===== config.mk =====
export PLATFORM = sky130hd
export DESIGN_NAME = tap_tempo_detector
export DESIGN_NICKNAME = d
export VERILOG_FILES = /design/src/rtl/tap_tempo_detector_pkg.sv /design/src/rtl/tap_tempo_detector_serial_divider.sv /design/src/rtl/tap_tempo_detector.sv
export SDC_FILE = /design/constraint.sdc
export NUM_CORES = 1
export LEC_CHECK = 0
export BUFFER_PORTS_ARGS = -buffer_cell sky130_fd_sc_hd__buf_4
export CELL_PAD_IN_SITES_DETAIL_PLACEMENT = 2
export CELL_PAD_IN_SITES_GLOBAL_PLACEMENT = 2
export CORE_MARGIN = 10
export CORE_UTILIZATION = 40
export CTS_CLUSTER_DIAMETER = 30
export CTS_CLUSTER_SIZE = 40
export DETAILED_ROUTE_END_ITERATION = 7
export PLACE_DENSITY_LB_ADDON = 0.1
export RECOVER_POWER = 100
export SYNTH_ARGS = -nofsm -noshare
export SYNTH_HDL_FRONTEND = slang
export SYNTH_SLANG_ARGS = --single-unit

===== constraint.sdc =====
create_clock -name clk -period 6.5 [get_ports clk]
set_input_delay 0.325 -clock clk [delete_from_list [all_inputs] [get_ports clk]]
set_output_delay 0.325 -clock clk [all_outputs]
set_load 0.02 [all_outputs]

===== src/rtl/tap_tempo_detector_pkg.sv =====
// Shared constants and state encoding for the tap tempo detector.
// Cycles-per-minute default matches the beat-clock generator's clock.
package tap_tempo_detector_pkg;

    localparam longint unsigned CLK_PERIOD_REAL = 64'd6_000_000_000;
    localparam int unsigned     BPM_MIN         = 30;
    localparam int unsigned     HIST_DEPTH      = 4;

    typedef enum logic [1:0] {
        TT_IDLE  = 2'd0,
        TT_COUNT = 2'd1,
        TT_DIV   = 2'd2
    } tt_state_e;

endpackage


===== src/rtl/tap_tempo_detector_serial_divider.sv =====
// Restoring divider, one quotient bit per cycle, DVD_W cycles per division.
// done_o marks the final iteration; quotient_o/remainder_o are valid alongside it.
module tap_tempo_detector_serial_divider #(
    parameter int DVD_W = 15,
    parameter int DSR_W = 30
) (
    input  logic             clk,
    input  logic             rst,
    input  logic             start_i,
    input  logic [DVD_W-1:0] dividend_i,
    input  logic [DSR_W-1:0] divisor_i,
    output logic             busy_o,
    output logic             done_o,
    output logic [DVD_W-1:0] quotient_o,
    output logic [DSR_W-1:0] remainder_o
);

    localparam int CW = $clog2(DVD_W + 1);

    logic [DSR_W-1:0] rem_q, rem_d;
    logic [DVD_W-1:0] quo_q, quo_d;
    logic [DSR_W-1:0] dsr_q, dsr_d;
    logic [CW-1:0]    iter_q, iter_d;
    logic             busy_q, busy_d;
    logic [DSR_W:0]   trial;
    logic [DSR_W:0]   diff;
    logic [DSR_W-1:0] rem_step;
    logic [DVD_W-1:0] quo_step;
    logic             last;

    always_comb begin
        trial = {rem_q, quo_q[DVD_W-1]};
        diff  = trial - {1'b0, dsr_q};
        // remainder < divisor, so a set top bit of diff can only mean a borrow
        if (!diff[DSR_W]) begin
            rem_step = diff[DSR_W-1:0];
            quo_step = {quo_q[DVD_W-2:0], 1'b1};
        end else begin
            rem_step = trial[DSR_W-1:0];
            quo_step = {quo_q[DVD_W-2:0], 1'b0};
        end
        last = busy_q && (iter_q == CW'(1));
    end

    always_comb begin
        rem_d  = rem_q;
        quo_d  = quo_q;
        dsr_d  = dsr_q;
        iter_d = iter_q;
        busy_d = busy_q;
        if (start_i) begin
            rem_d  = '0;
            quo_d  = dividend_i;
            dsr_d  = divisor_i;
            iter_d = CW'(DVD_W);
            busy_d = 1'b1;
        end else if (busy_q) begin
            rem_d  = rem_step;
            quo_d  = quo_step;
            iter_d = iter_q - CW'(1);
            if (last) begin
                busy_d = 1'b0;
            end
        end
    end

    always_ff @(posedge clk) begin
        if (rst) begin
            rem_q  <= '0;
            quo_q  <= '0;
            dsr_q  <= '0;
            iter_q <= '0;
            busy_q <= 1'b0;
        end else begin
            rem_q  <= rem_d;
            quo_q  <= quo_d;
            dsr_q  <= dsr_d;
            iter_q <= iter_d;
            busy_q <= busy_d;
        end
    end

    assign busy_o      = busy_q;
    assign done_o      = last;
    assign quotient_o  = quo_step;
    assign remainder_o = rem_step;

endmodule


===== src/rtl/tap_tempo_detector.sv =====
// Tap-to-bpm measurement: interval counter, 4-deep interval history,
// and a serial divide of CYCLES_PER_MIN*n by the summed intervals.
//
// state    | meaning
// TT_IDLE  | no reference tap held
// TT_COUNT | reference tap held, interval counting, timeout armed
// TT_DIV   | divider running, counter still counting, taps go to pending
module tap_tempo_detector #(
    parameter longint unsigned CYCLES_PER_MIN = tap_tempo_detector_pkg::CLK_PERIOD_REAL,
    parameter int unsigned     BPM_MIN        = tap_tempo_detector_pkg::BPM_MIN,
    parameter int unsigned     CNT_W          = 28
) (
    input  logic       clk,
    input  logic       rst,
    input  logic       tap_i,
    output logic [7:0] bpm_o,
    output logic       bpm_valid_o,
    output logic       bpm_update_o,
    output logic       sat_o,
    output logic       busy_o
);

    import tap_tempo_detector_pkg::*;

    localparam int DIV_W = $clog2(4 * CYCLES_PER_MIN + 1);
    localparam int SUM_W = CNT_W + 2;
    localparam logic [CNT_W-1:0] TIMEOUT_CNT = CNT_W'(CYCLES_PER_MIN / longint'(BPM_MIN));
    localparam logic [DIV_W-1:0] CPM         = DIV_W'(CYCLES_PER_MIN);

    tt_state_e                             state_q, state_d;
    logic [CNT_W-1:0]                      cnt_q, cnt_d;
    logic [HIST_DEPTH-1:0][CNT_W-1:0]      hist_q, hist_d;
    logic [SUM_W-1:0]                      sum_q, sum_d;
    logic [2:0]                            n_q, n_d;
    logic                                  pend_valid_q, pend_valid_d;
    logic [CNT_W-1:0]                      pend_q, pend_d;
    logic [7:0]                            bpm_q, bpm_d;
    logic                                  valid_q, valid_d;
    logic                                  upd_q, upd_d;
    logic                                  sat_q, sat_d;

    logic                                  push;
    logic [CNT_W-1:0]                      push_val;
    logic                                  div_start;
    logic [DIV_W-1:0]                      div_dividend;
    logic [SUM_W-1:0]                      div_divisor;
    logic                                  div_busy;
    logic                                  div_done;
    logic [DIV_W-1:0]                      div_quo;
    logic [SUM_W-1:0]                      div_rem_unused;

    always_comb begin
        state_d      = state_q;
        cnt_d        = cnt_q;
        hist_d       = hist_q;
        sum_d        = sum_q;
        n_d          = n_q;
        pend_valid_d = pend_valid_q;
        pend_d       = pend_q;
        bpm_d        = bpm_q;
        valid_d      = valid_q;
        upd_d        = 1'b0;
        sat_d        = 1'b0;
        push         = 1'b0;
        push_val     = cnt_q;

        if (tap_i) begin
            cnt_d = CNT_W'(1);
        end else if (cnt_q != {CNT_W{1'b1}}) begin
            cnt_d = cnt_q + CNT_W'(1);
        end

        case (state_q)
            TT_IDLE: begin
                if (tap_i) begin
                    state_d = TT_COUNT;
                end
            end
            TT_COUNT: begin
                if (tap_i) begin
                    push    = 1'b1;
                    state_d = TT_DIV;
                end else if (cnt_q > TIMEOUT_CNT) begin
                    state_d = TT_IDLE;
                    hist_d  = '0;
                    sum_d   = '0;
                    n_d     = '0;
                end
            end
            TT_DIV: begin
                if (tap_i) begin
                    pend_valid_d = 1'b1;
                    pend_d       = cnt_q;
                end
                if (div_done) begin
                    valid_d = 1'b1;
                    upd_d   = 1'b1;
                    if (div_quo > DIV_W'(255)) begin
                        bpm_d = 8'hFF;
                        sat_d = 1'b1;
                    end else begin
                        bpm_d = div_quo[7:0];
                    end
                    // a tap landing on the last divide cycle is the newest pending interval
                    if (tap_i || pend_valid_q) begin
                        push         = 1'b1;
                        push_val     = tap_i ? cnt_q : pend_q;
                        pend_valid_d = 1'b0;
                    end else begin
                        state_d = TT_COUNT;
                    end
                end
            end
            default: state_d = TT_IDLE;
        endcase

        if (push) begin
            hist_d = {hist_q[HIST_DEPTH-2:0], push_val};
            sum_d  = sum_q + SUM_W'(push_val) - SUM_W'(hist_q[HIST_DEPTH-1]);
            n_d    = (n_q == 3'(HIST_DEPTH)) ? n_q : n_q + 3'd1;
        end

        div_start    = push;
        div_dividend = CPM * DIV_W'(n_d);
        div_divisor  = sum_d;
    end

    always_ff @(posedge clk) begin
        if (rst) begin
            state_q      <= TT_IDLE;
            cnt_q        <= '0;
            hist_q       <= '0;
            sum_q        <= '0;
            n_q          <= '0;
            pend_valid_q <= 1'b0;
            pend_q       <= '0;
            bpm_q        <= '0;
            valid_q      <= 1'b0;
            upd_q        <= 1'b0;
            sat_q        <= 1'b0;
        end else begin
            state_q      <= state_d;
            cnt_q        <= cnt_d;
            hist_q       <= hist_d;
            sum_q        <= sum_d;
            n_q          <= n_d;
            pend_valid_q <= pend_valid_d;
            pend_q       <= pend_d;
            bpm_q        <= bpm_d;
            valid_q      <= valid_d;
            upd_q        <= upd_d;
            sat_q        <= sat_d;
        end
    end

    tap_tempo_detector_serial_divider #(
        .DVD_W(DIV_W),
        .DSR_W(SUM_W)
    ) u_div (
        .clk        (clk),
        .rst        (rst),
        .start_i    (div_start),
        .dividend_i (div_dividend),
        .divisor_i  (div_divisor),
        .busy_o     (div_busy),
        .done_o     (div_done),
        .quotient_o (div_quo),
        .remainder_o(div_rem_unused)
    );

    assign bpm_o        = bpm_q;
    assign bpm_valid_o  = valid_q;
    assign bpm_update_o = upd_q;
    assign sat_o        = sat_q;
    assign busy_o       = div_busy;

endmodule


## Word level (Yosys, flattened, before mapping)

Index checks and enable logic that the tools add are counted.

- Flip-flop bits (word level): 317
- Input bits: 3
- Output and inout bits: 12
- Word-level logic and storage cells: 101

- $add $sub $neg: 6
- $mul: 1
- Magnitude comparators: 2
- Equality and inequality tests: 10
- Multiplexer cells: 44
- Bitwise logic cells: 2
- Reduce and logical (&&, ||, !) cells: 14

Operators with widths:

| kind | count |
|---|---|
| two-way mux 112 bit | 4 |
| two-way mux 30 bit | 5 |
| two-way mux 28 bit | 4 |
| two-way mux 35 bit | 2 |
| greater-than comparator 35 x 8 -> 1 bit (second input constant) | 1 |
| subtractor 31 x 30 -> 31 bit | 1 |
| adder 30 x 28 -> 30 bit | 1 |
| subtractor 30 x 28 -> 30 bit | 1 |
| adder 28 x 1 -> 28 bit (second input constant) | 1 |
| greater-than comparator 28 bit (second input constant) | 1 |
| != test 28 bit (second input constant) | 1 |
| multiplier 23 x 3 -> 25 bit (first input constant) | 1 |
| two-way mux 3 bit | 5 |
| two-way mux 1 bit | 14 |
| two-way mux 6 bit | 2 |
| two-way mux 2 bit | 5 |
| two-way mux 8 bit | 1 |
| nonzero test 2 bit | 4 |
| equality test 6 x 1 -> 1 bit (second input constant) | 1 |
| != test 2 bit (second input constant) | 3 |
| case mux 2 bit (3 select lines) | 1 |
| OR reduction 2 bit | 3 |
| subtractor 6 x 1 -> 6 bit (second input constant) | 1 |
| AND reduction 4 bit | 1 |
| other kinds (14) | 15 |

## Logic depth before layout (Yosys ltp)

Gate-level depths: netlist of the first run.

- Word-level depth: 7
- Mapped depth: 20
- Mapped depth without buffers: 20

## Modules after synthesis

Synthesis of the first run repeated with hierarchy kept, for this count alone.

- Cell total of the unflattened synthesis: 2378
- Area, all modules: 18765.5 µm²

Modules (own cells, without submodules):

| module | instances | cells each | area an instance (µm²) | seq. area each (µm²) |
|---|---|---|---|---|
| tap_tempo_detector | 1 | 1547 | 12087.8 | 4304.1 |
| tap_tempo_detector_serial_divider | 1 | 831 | 6677.7 | 2042.0 |

## Worst setup path before layout of the first run

No wires, ideal clock.

- Path kind: register to register
- Start point: register u_div.iter_q[5]
- End point: register sum_q[28]
- Setup time: 0.117 ns
- Data arrival time: 4.332 ns
- Data required time: 6.383 ns
- Path slack: 2.052 ns
- Stages on the path, launching flop included: 18
- Path buffers: 1
- Period minus slack after synthesis: 4.448 ns
- Path through: dfxtp_1 nor4_1 and2_1 and3_1 nand2_1 nor2_1 buf_2 mux2i_1 fa_1 fa_1 nor2b_1 o2111ai_1 a21boi_0 o311ai_1 a22oi_1 a21oi_1 xnor2_1 a22o_1

- Word-level cells in the longest chain between the ends: 7
- Elaborated cells on any way between the ends: 9
- Classes of those cells: add/sub (2); eq/ne (1); mux (5); reduce/logical (1)

Ends and longest elaborated chain:

| element | line | text |
|---|---|---|
| start, declared | tap_tempo_detector_serial_divider.sv:23 | `logic [CW-1:0] iter_q, iter_d;` |
| start signal, assigned | tap_tempo_detector_serial_divider.sv:78 | `iter_q <= iter_d;` |
| equality test 6 x 1 -> 1 bit * | tap_tempo_detector_serial_divider.sv:42 | `last = busy_q && (iter_q == CW'(1));` |
| logical AND 1 bit * | tap_tempo_detector_serial_divider.sv:42 |  |
| two-way mux 28 bit | tap_tempo_detector.sv:95 | `if (div_done) begin` |
| two-way mux 28 bit | tap_tempo_detector.sv:73 | `case (state_q)` |
| adder 30 x 28 -> 30 bit | tap_tempo_detector.sv:119 | `sum_d = sum_q + SUM_W'(push_val) - SUM_W'(hist_q[HIST_DEPTH-1]);` |
| subtractor 30 x 28 -> 30 bit | tap_tempo_detector.sv:119 |  |
| two-way mux 30 bit * | tap_tempo_detector.sv:117 | `if (push) begin` |
| end signal, assigned | tap_tempo_detector.sv:145 | `sum_q <= sum_d;` |
| end, declared | tap_tempo_detector.sv:33 | `logic [SUM_W-1:0] sum_q, sum_d;` |

Mark *: on every way between the ends. The rest lies on a longest branch, timed or not.
A chain may end at the register's enable or synchronous reset.

## Worst setup path in the final report of the first run

- Start point: register u_div.iter_q[2]
- End point: register sum_q[24]

Same word-level chain as after synthesis.

==> impl_metrics.ini, run 1 <==
[status]
status = finished with violations
failed_checks = max-capacitance violations, max-slew violations

[power_and_ir_drop]
pwr_density_cell_nw_per_um2 = 432
p_leak_nw = 8.14
power.ir.vdd_worst_mv = 0.236

[logic_synthesis]
ys_seq_area_frac = 0.387
ys_seq_elements = 317
netlist_area_um2 = 16400
combinational_family_with_the_most_area_after_synthesis = compound AO/OA/AOI/OAI gates
post_synth_inst_count = 1874
top_cells_by_area_in_the_synthesized_netlist = sky130_fd_sc_hd__dfxtp_1 39%, sky130_fd_sc_hd__ha_1 6.3%, sky130_fd_sc_hd__a22o_1 5.6%
synth_xor_area_frac = 0.0395
post-synth-top-area-fraction = 0.387
async_flop_share = 0
synth-edff-count = 0
syn_nets = 1993
synth.mux.area_fraction = 0.0413
ys_warn_count = 0
synth_compound_gate_area_share = 0.224
synth_adder_area_share = 0.104
synth_top_area_cell = sky130_fd_sc_hd__dfxtp_1
number_of_distinct_standard_cells_referenced_by_the_synthesized_netlist = 75
syn_area_per_cell_um2 = 8.76
yosys_most_used_dff = sky130_fd_sc_hd__dfxtp_1
yosys.area_share.simple = 0.140

[cts]
cts-hold-fix-buffers = 0
cts.root.buffer_cell = sky130_fd_sc_hd__clkbuf_16
tritoncts = yes
post_cts_resize_count = 0
cts.path.max_buffers = 3
clk-insertion-delay-late_ps = 630
cts_max_level = 3
tritoncts_num_sinks = 317
cts_post_setup_buffers_inserted = 0
cts_buffers = 89
clkTransAtPathRegs_ps = 50

[critical_path]
crit_path_end_kind = flop
critPathArrivalTime_ps = 6600
timing.critical_path.required_ps = 6990
cp-start-kind = flop
worstSetupPathType = reg -> reg
rr_endpoint = sum_q[24]
reg_to_reg_startpoint = u_div.iter_q[2]
setup.reg_to_reg.worst_slack_ps = 390
worst-path-max-fanout = 21
timing.reg2reg.worst_path_depth = 20

[timing]
fin_crit_period_ps = 6110
worst-slew-pin-transition_ps = 3820
drv_slew = 227
final.setup.tns_ps = 0
fmax_mhz = 164
max-slew-margin-rel = -1.55
setup_viol_count_final = 0
fin_crit_sh = 0.940
final.setup_skew_ps = 24.8
rsz_0062_raised_after_global_routing = no
timing.final.hold_violations = 0

[drt]
detail_route.iter0.violations = 712
detailedRoute.firstPassIterationCount = 5
route.detailed.vias_per_inst = 5.70
wire_per_inst_um = 23.2
routed_wl_mm = 58.2
vias = 14279
drtAntennaViolNets = 0
drc = 0

[placement]
detailed_place_hpwl_mm = 35.2
finalWeightedCongestion = 0.822
placement.io_buffers = 14
post-place-cells = 2339

[floorplan]
core_region_area_um2 = 40700
die-area_um2 = 49500
row_count = 74
design.portCount = 15
starting_utilization_of_the_core_area = 0.403
die_height_um = 223
die_w_um = 223

[final_layout]
flow.area_growth_from_synthesis_pct = 22.9
drive_above_1_share = 0.102
layout.nets = 2017
layout_commonest_cell = sky130_fd_sc_hd__dfxtp_1
final_cell_count_no_fill = 2505
most-common-layout-cells = 316 x sky130_fd_sc_hd__dfxtp_1, 208 x sky130_fd_sc_hd__nand2_1, 155 x sky130_fd_sc_hd__inv_1, 130 x sky130_fd_sc_hd__a21oi_1, 120 x sky130_fd_sc_hd__nor2_1

[min_path]
count_of_cells_along_the_worst_hold_path = 3
type_of_the_tightest_min_delay_check = in -> reg
worst_hold_path.endpoint = cnt_q[0]
hp-start = tap_i

[global_routing]
grt_pass1_vias = 16422
grt_antenna_before_repair = 0
track_usage = 0.231
grt_overflow_total = 0
grt_pass1_wl_mm = 93.1
grt_start_max_net_pins = 92

[run]
max-cap-violations = 4
synth_stat cells, types with 29 or more instances:
library cell	instances
sky130_fd_sc_hd__inv_1	155
sky130_fd_sc_hd__ha_1	82
sky130_fd_sc_hd__nand3_1	32
sky130_fd_sc_hd__o21ai_1	36
sky130_fd_sc_hd__a21o_1	29
sky130_fd_sc_hd__dfxtp_1	317
sky130_fd_sc_hd__fa_1	34
sky130_fd_sc_hd__a211oi_1	30
sky130_fd_sc_hd__a21oi_1	130
sky130_fd_sc_hd__nand2_1	208
sky130_fd_sc_hd__clkbuf_1	65
sky130_fd_sc_hd__a22o_1	105
sky130_fd_sc_hd__xnor2_1	48
sky130_fd_sc_hd__mux2i_1	61
sky130_fd_sc_hd__o21ai_0	85
sky130_fd_sc_hd__nor2_1	123
area by class of cell:
| type | count | area (um2) |
|---|---|---|
| Fill cell | 4289 | 20600 |
| Multi-Input combinational cell | 1305 | 9020 |
| Sequential cell | 317 | 6350 |
| Clock buffer | 110 | 2460 |
| Clock inverter | 55 | 921 |
| Tap cell | 532 | 666 |
| Inverter | 155 | 582 |
| Timing Repair Buffer | 30 | 175 |
| Antenna cell | 1 | 2.50 |
how the worst max path moves through the flow:
| stage | from | to | slack [ps] | depth (start not counted) |
|---|---|---|---|---|
| after global routing | u_div.iter_q[4] | sum_q[28] | 30 | 20 |
| final | u_div.iter_q[2] | sum_q[24] | 390 | 20 |
| after CTS | u_div.iter_q[2] | sum_q[24] | 570 | 20 |
| after floorplan | u_div.iter_q[5] | sum_q[28] | 2050 | 17 |
| after detailed placement | u_div.iter_q[4] | sum_q[24] | 870 | 17 |
| after global placement | u_div.iter_q[5] | sum_q[28] | 1120 | 17 |
flip-flops by register name (all words and copies together) (netlist names), 2 cells and up:
register	cells
sum_q	30
u_div.dsr_q	30
state_q	2
u_div.rem_q	30
u_div.iter_q	6
n_q	3
pend_q	28
u_div.quo_q	35
bpm_o	8
hist_q	112
cnt_q	28
worst max-delay path: stages, from the launching register on:
cell	delay, ps
sky130_fd_sc_hd__dfxtp_1	350
sky130_fd_sc_hd__nor4_1	510
sky130_fd_sc_hd__and2_1	250
sky130_fd_sc_hd__and3_1	170
sky130_fd_sc_hd__buf_4	210
sky130_fd_sc_hd__nand2_1	110
sky130_fd_sc_hd__nor2_4	550
sky130_fd_sc_hd__mux2i_1	360
sky130_fd_sc_hd__ha_1	290
sky130_fd_sc_hd__inv_1	60
sky130_fd_sc_hd__ha_1	220
sky130_fd_sc_hd__inv_1	90
sky130_fd_sc_hd__fa_1	430
sky130_fd_sc_hd__nor2b_1	200
sky130_fd_sc_hd__o2111ai_1	150
sky130_fd_sc_hd__a21boi_0	440
sky130_fd_sc_hd__o311ai_1	320
sky130_fd_sc_hd__a22oi_1	650
sky130_fd_sc_hd__a21boi_1	170
sky130_fd_sc_hd__xnor2_1	180
sky130_fd_sc_hd__a22o_1	240
cell families (layout without fill, tap and decap cells):
| logic type | count (synthesis) | count (layout) |
|---|---|---|
| compound gates | 545 | 545 |
| simple gates | 503 | 503 |
| flops | 317 | 317 |
| buf+inv | 252 | 350 |
| fa+ha+maj | 116 | 116 |
| xor+xnor | 74 | 74 |
| mux | 67 | 67 |
| other cells | 0 | 1 |
stage by stage:
stage / utilization / total power, mW / area [um2] / setup WS, ps / hold slack (ps)
floorplan: - / 3.34 / 16400 / 2050 / 422
global placement: 0.414 / 3.71 / 16900 / 1120 / 431
detailed placement: 0.414 / 3.76 / 16900 / 871 / 445
CTS: 0.497 / 8.76 / 20300 / 571 / 46.6
global route: 0.495 / 9.06 / 20200 / 31.7 / 89.8
finish: 0.495 / 8.70 / 20200 / 392 / 61.5
power breakdown:
part / internal [mW] / switching [mW]
Combinational: 0.622 / 1.11
Clock: 3.51 / 1.41
Sequential: 2.00 / 0.0450
Total: 6.13 / 2.57
metal layers:
metal	GRT usage	vias to the layer above	routed length (um)
met2	0.418	207	30200
met5	0	-	0
met3	0.0370	118	1500
met4	0.0926	0	1850
met1	0.264	7278	24700
li1	-	6676	-
(Power assumes the default switching activity.)
==> run 2, diff against run 1 <==
clock period = 5.95 ns   (was 6.5 ns; I/O delays follow)
==> run 2 against run 1 <==
  * Global-route usage is 0.68 points lower
  * Worst hold slack got worse by 31 ps
  * Sequential power rose by 9%
  * The flow still finishes with violations (max-capacitance violations, max-slew violations)
  * Clock power barely moved
  * Non-clock buffer count up 3
  * Cell count about the same
  * Register-to-register slack gained 200 ps
  * Combinational power increased by 7%
  * Clock skew is 5.3 ps higher
  * Maximum frequency grew 14%
==> impl_metrics.ini, run 2 (synthesized netlist as in run 1, its figures left out) <==
[critical_path]
timing.critical_path.required_ps = 6360
setup.reg_to_reg.worst_slack_ps = 590
critPathArrivalTime_ps = 5770
crit_path_end_kind = flop
reg_to_reg_startpoint = u_div.iter_q[4]
critical_path.endpoint = u_div.dsr_q[26]
timing.reg2reg.worst_path_depth = 17
rr_endpoint = u_div.dsr_q[26]
cp-start-kind = flop
critical_path.startpoint = u_div.iter_q[4]
worst-path-max-fanout = 17
worstSetupPathType = reg -> reg

[power_and_ir_drop]
totalPowerFinal_mw = 9.04
pwr_density_cell_nw_per_um2 = 453
power.ir.vdd_worst_mv = 0.247
p_leak_nw = 8.07

[timing]
final.setup.tns_ps = 0
fin_crit_sh = 0.901
rsz_0062_raised_after_global_routing = no
max-slew-margin-rel = -0.649
fmax_mhz = 186
holdWs_ps = 30.1
setup_viol_count_final = 0
final.setup_skew_ps = 30.1
drv_slew = 269
worst-slew-pin-transition_ps = 2470
worst_slack_ps = 588
fin_crit_period_ps = 5360
timing.final.hold_violations = 0

[cts]
cts_buffers = 89
clkTransAtPathRegs_ps = 50
cts.path.max_buffers = 3
cts-hold-fix-buffers = 0
cts_max_level = 3
tritoncts_num_sinks = 317
clk-insertion-delay-late_ps = 630
cts.root.buffer_cell = sky130_fd_sc_hd__clkbuf_16
tritoncts = yes
cts_post_setup_buffers_inserted = 0
post_cts_resize_count = 0

[final_layout]
number_of_flip_flops_in_the_largest_register = 112
top_regs = hist_q (112), u_div.quo_q (35)
layout.nets = 2020
multi_input_comb_area_um2 = 9010
most-common-layout-cells = 316 x sky130_fd_sc_hd__dfxtp_1, 208 x sky130_fd_sc_hd__nand2_1, 155 x sky130_fd_sc_hd__inv_1, 130 x sky130_fd_sc_hd__a21oi_1, 120 x sky130_fd_sc_hd__nor2_1
drive_above_1_share = 0.104
layout_commonest_cell = sky130_fd_sc_hd__dfxtp_1
flow.area_growth_from_synthesis_pct = 21.6
finalCoreUtilization = 0.490
regMostFlops = hist_q
num_antenna_cells = 0
layout.area.seq_um2 = 6350
fillers = 4325

[placement]
detailed_place_hpwl_mm = 34.9
pre_cts_slack_ps = 820
placement.io_buffers = 14
finalWeightedCongestion = 0.838

[drt]
routed_wl_mm = 55.7
drc = 0
detailedRoute.firstPassIterationCount = 5
route.detailed.vias_per_inst = 5.66
vias = 14199
drtAntennaViolNets = 0
detail_route.iter0.violations = 604
wire_per_inst_um = 22.2

[status]
status = finished with violations
failed_checks = max-capacitance violations, max-slew violations

[floorplan]
die_w_um = 223
core_region_area_um2 = 40700
row_count = 74
die-area_um2 = 49500
starting_utilization_of_the_core_area = 0.403
die_height_um = 223
design.portCount = 15

[global_routing]
grt_antenna_before_repair = 1
track_usage = 0.224
grt_pass1_vias = 16208
grt_overflow_total = 0
grt_start_max_net_pins = 110
grt_pass1_wl_mm = 90.4

[run]
max-cap-violations = 4

[min_path]
type_of_the_tightest_min_delay_check = in -> reg
## run 2: cell types whose count changed in the layout (fill, tap and decap cells not counted), sizes merged
cell / delta
buf: +2
clkbuf: +13
inv: +4
clkinvlp: -1
clkinv: -3
diode: -1
bufinv: -12
## run 2: layout make-up
type	instances	share of cell area
timing repair buffer	33	0.00922
tap	532	0.0334
clock buffer	122	0.132
sequential	317	0.318
inverter	155	0.0292
clock inverter	43	0.0262
multi-input combinational	1305	0.452
## run 2: per-stage QoR
stage | area, um2 | std cells
3_3_place_gp | 16900 | 2342
3_5_place_dp | 16900 | 2342
4_1_cts | 20100 | 2507
5_1_grt | 20000 | 2507
2_1_floorplan | 16400 | 1874
6_report | 20000 | 2507
## run 2: power breakdown
part           internal, mW  switching, mW
Sequential             2.18         0.0438
Clock                  3.47           1.48
Combinational         0.678           1.19
## run 2: critical path, cell delays in order (launching register included)
cell and delay [ps]:
sky130_fd_sc_hd__dfxtp_1 340, sky130_fd_sc_hd__nor4_1 400, sky130_fd_sc_hd__and2_0 240, sky130_fd_sc_hd__and3_1 200
sky130_fd_sc_hd__nand2_1 90, sky130_fd_sc_hd__nor2_4 310, sky130_fd_sc_hd__buf_4 360, sky130_fd_sc_hd__nor2_1 80
sky130_fd_sc_hd__a21oi_1 270, sky130_fd_sc_hd__fa_1 510, sky130_fd_sc_hd__inv_1 80, sky130_fd_sc_hd__ha_1 300
sky130_fd_sc_hd__a211o_1 320, sky130_fd_sc_hd__o311ai_1 610, sky130_fd_sc_hd__a22oi_1 340, sky130_fd_sc_hd__a211oi_1 380
sky130_fd_sc_hd__xor2_1 230, sky130_fd_sc_hd__o22ai_1 90
## run 2: metal layers
metal / vias to the layer above / wire length [um] / global-route usage
li1: 6703 / - / -
met1: 7177 / 24100 / 0.258
met2: 204 / 28400 / 0.399
met3: 115 / 1610 / 0.0432
met4: 0 / 1610 / 0.0891
met5: - / 0 / 0
## run 2: worst min-delay path by stage
stage                 endpoint  slack [ps]            start  cells past startpoint
3_3_place_gp         sum_q[15]         430        sum_q[15]                      2
2_1_floorplan        sum_q[15]         420        sum_q[15]                      2
3_5_place_dp   u_div.dsr_q[29]         440  u_div.dsr_q[29]                      1
6_report              cnt_q[0]          30            tap_i                      3
5_1_grt               cnt_q[0]          60            tap_i                      3
4_1_cts               cnt_q[0]          20            tap_i                      3
==> run 3, diff against run 2 <==
ABC_AREA = 1   (was default)
CORE_UTILIZATION = 38   (was 40)
==> run 3 against run 2 <==
  * The run still ends with max-capacitance violations, max-slew violations left
  * Sequential share of layout area fell by 1.5 points
  * Worst hold slack better by 30 ps
  * Critical endpoint is now u_div.dsr_q[20]
  * Design area is 4.9% higher
  * Largest power group unchanged
  * First-iteration DRC count up 24%
  * Area after synthesis increased by 5.7%
  * Core utilization fell by 2.8 points
  * Wire length rose by 20%
  * Maximum frequency down 0.29%
  * Synthesized cell count grew 27%
  * Largest cell class unchanged
  * Clock power up 2%
  * Non-clock buffer count shrank 1
  * Register-to-register slack got worse by 20 ps
==> impl_metrics.ini, run 3 <==
[final_layout]
fillers = 5144
num_antenna_cells = 0
drive_above_1_share = 0.0776
flow.area_growth_from_synthesis_pct = 20.6
finalCoreUtilization = 0.462
most-common-layout-cells = 454 x sky130_fd_sc_hd__nand2_1, 394 x sky130_fd_sc_hd__inv_1, 317 x sky130_fd_sc_hd__dfxtp_1, 214 x sky130_fd_sc_hd__o21ai_0, 187 x sky130_fd_sc_hd__a21oi_1
top_regs = hist_q (112), u_div.quo_q (35)
layout.area.seq_um2 = 6350
number_of_flip_flops_in_the_largest_register = 112
layout_commonest_cell = sky130_fd_sc_hd__nand2_1
layout.nets = 2531
regMostFlops = hist_q
multi_input_comb_area_um2 = 8930

[timing]
final.setup_skew_ps = 34.3
max-slew-margin-rel = -0.674
drv_slew = 183
setup_viol_count_final = 0
fin_crit_sh = 0.904
final.setup.tns_ps = 0
worst-slew-pin-transition_ps = 2510
fin_crit_period_ps = 5380
rsz_0062_raised_after_global_routing = no
timing.final.hold_violations = 0
fmax_mhz = 186

[critical_path]
setup.reg_to_reg.worst_slack_ps = 570
cp-start-kind = flop
crit_top_cell = sky130_fd_sc_hd__nand2_1
worst-path-max-fanout = 29
critPathArrivalTime_ps = 5920
cp_slowest_stage_delay_ps = 550
cp_slowest_cell = sky130_fd_sc_hd__fa_1
crit_path_end_kind = flop
worstSetupPathType = reg -> reg
crit_path_cell_trace = inv_1 -> ha_1 -> inv_2 -> nor2_1 -> nand3_1 -> inv_2 -> buf_4 -> o211ai_1 -> o21ai_0 -> fa_1 -> inv_1 -> ha_1 -> a21oi_1 -> o21ai_0 -> a21oi_1 -> o21ai_0 -> nand2_1 -> nand2_1 -> a21oi_1 -> xnor2_1 -> nand2_1 -> nand2_1
reg_to_reg_startpoint = state_q[0]
timing.critical_path.required_ps = 6490
rr_endpoint = u_div.dsr_q[20]
timing.reg2reg.worst_path_depth = 22

[global_routing]
track_usage = 0.248
grt_pass1_vias = 19137
grt_overflow_total = 0
grt_antenna_before_repair = 1
grt_start_max_net_pins = 82
grt_pass1_wl_mm = 107

[logic_synthesis]
synth-edff-count = 0
syn_area_per_cell_um2 = 7.29
number_of_distinct_standard_cells_referenced_by_the_synthesized_netlist = 53
netlist_area_um2 = 17300
post_synth_inst_count = 2380
top_cells_by_area_in_the_synthesized_netlist = sky130_fd_sc_hd__dfxtp_1 37%, sky130_fd_sc_hd__nand2_1 9.8%, sky130_fd_sc_hd__inv_1 8.5%
ys_seq_area_frac = 0.366
post-synth-top-area-fraction = 0.366
synth_top_area_cell = sky130_fd_sc_hd__dfxtp_1
post-synth-top-count-cell = sky130_fd_sc_hd__nand2_1
syn_nets = 2499
synthTopCellsByCount = 453 x sky130_fd_sc_hd__nand2_1, 391 x sky130_fd_sc_hd__inv_1, 317 x sky130_fd_sc_hd__dfxtp_1
async_flop_share = 0
yosys_most_used_dff = sky130_fd_sc_hd__dfxtp_1
ys_warn_count = 0
ys_seq_elements = 317

[cts]
cts_buffers = 92
post_cts_resize_count = 0
clkTransAtPathRegs_ps = 50
cts-hold-fix-buffers = 0
cts_max_level = 3
cts.path.max_buffers = 3
tritoncts_num_sinks = 317
clk-insertion-delay-late_ps = 630
tritoncts = yes
cts_post_setup_buffers_inserted = 0
cts.root.buffer_cell = sky130_fd_sc_hd__clkbuf_16

[run]
max-cap-violations = 3

[power_and_ir_drop]
power.ir.vdd_worst_mv = 1.59
totalPowerFinal_mw = 12.1
p_leak_nw = 9.00
pwr_density_cell_nw_per_um2 = 577

[min_path]
worst_hold_path.endpoint = state_q[1]
count_of_cells_along_the_worst_hold_path = 3
hp-start = tap_i
type_of_the_tightest_min_delay_check = in -> reg

[floorplan]
die_w_um = 234
design.portCount = 15
die-area_um2 = 54600
row_count = 78
die_height_um = 234
core_region_area_um2 = 45300
starting_utilization_of_the_core_area = 0.383

[drt]
wire_per_inst_um = 21.7
drc = 0
routed_wl_mm = 67.0
detail_route.iter0.violations = 747
detailedRoute.firstPassIterationCount = 4
drtAntennaViolNets = 0
route.detailed.vias_per_inst = 5.41
vias = 16707

[placement]
finalWeightedCongestion = 0.884
detailed_place_hpwl_mm = 42.9
placement.io_buffers = 14

[status]
status = finished with violations
failed_checks = max-capacitance violations, max-slew violations
==> run 3: changes by cell type in the layout (fill, tap and decap cells not counted), moves of 30 or more <==
cell and change:
sky130_fd_sc_hd__a22o_1 -103, sky130_fd_sc_hd__o22ai_1 +77, sky130_fd_sc_hd__nor2_1 +53, sky130_fd_sc_hd__a21oi_1 +57
sky130_fd_sc_hd__mux2i_1 -61, sky130_fd_sc_hd__o21ai_0 +96, sky130_fd_sc_hd__a211oi_1 -30, sky130_fd_sc_hd__nand2_1 +246
sky130_fd_sc_hd__inv_1 +239, sky130_fd_sc_hd__nand3_1 +44
==> run 3: layer usage <==
metal | GRT usage | vias up | wire (um)
met5 | 0 | - | 0
met4 | 0.0911 | 0 | 2240
met3 | 0.0436 | 132 | 2100
met2 | 0.444 | 257 | 33800
met1 | 0.290 | 8443 | 28800
li1 | - | 7875 | -
==> run 3: worst max-delay path, delay by kind of cell, from the launching register on <==
family	cells	cell delay [ps]
adder cells (fa/ha/maj)	3	1080
flip-flops	1	330
buffers and inverters	5	1140
AO/OA/AOI/OAI	7	1630
XOR/XNOR	1	180
AND/OR/NAND/NOR	6	920
==> run 3: stage by stage <==
step	setup WS [ps]	instances	hold WS, ps	area (um2)
4_1_cts	641	3088	39.2	21100
6_report	572	3088	60.3	20900
2_1_floorplan	2240	2380	426	17300
3_3_place_gp	1130	2918	442	17900
5_1_grt	158	3088	68.4	20900
3_5_place_dp	874	2918	455	17900
==> run 3: cell families after synthesis <==
logic type / Yosys count / synth area share
xor gates and xnor gates: 63 / 0.0318
DFF: 317 / 0.366
buffers and inverters: 495 / 0.113
adders and majority gates: 116 / 0.0984
and+or+nand+nor: 792 / 0.191
AOI/OAI and AO/OA: 597 / 0.200
==> run 3: worst max path at each step <==
stage | start | to | slack [ps] | depth (start not counted)
CTS | state_q[0] | u_div.dsr_q[20] | 640 | 22
finish | state_q[0] | u_div.dsr_q[20] | 570 | 22
global route | state_q[0] | u_div.dsr_q[20] | 160 | 22
detailed placement | state_q[0] | sum_q[25] | 870 | 24
global placement | state_q[0] | sum_q[25] | 1130 | 24
floorplan | state_q[0] | u_div.quo_q[16] | 2240 | 22
==> run 3: power by group <==
part / internal [mW] / leakage, nW / switching, mW
combinational: 1.33 / 4.88 / 3.35
sequential: 2.25 / 2.56 / 0.0752
clock: 3.53 / 1.56 / 1.52
==> run 3: final cells by class <==
class,count,area share
clock buffers,133,0.128
flip-flops and latches,317,0.303
repair buffers,32,0.00843
well taps,600,0.0359
clock inverters,37,0.0253
inverters,401,0.0721
multi-input cells,1568,0.427
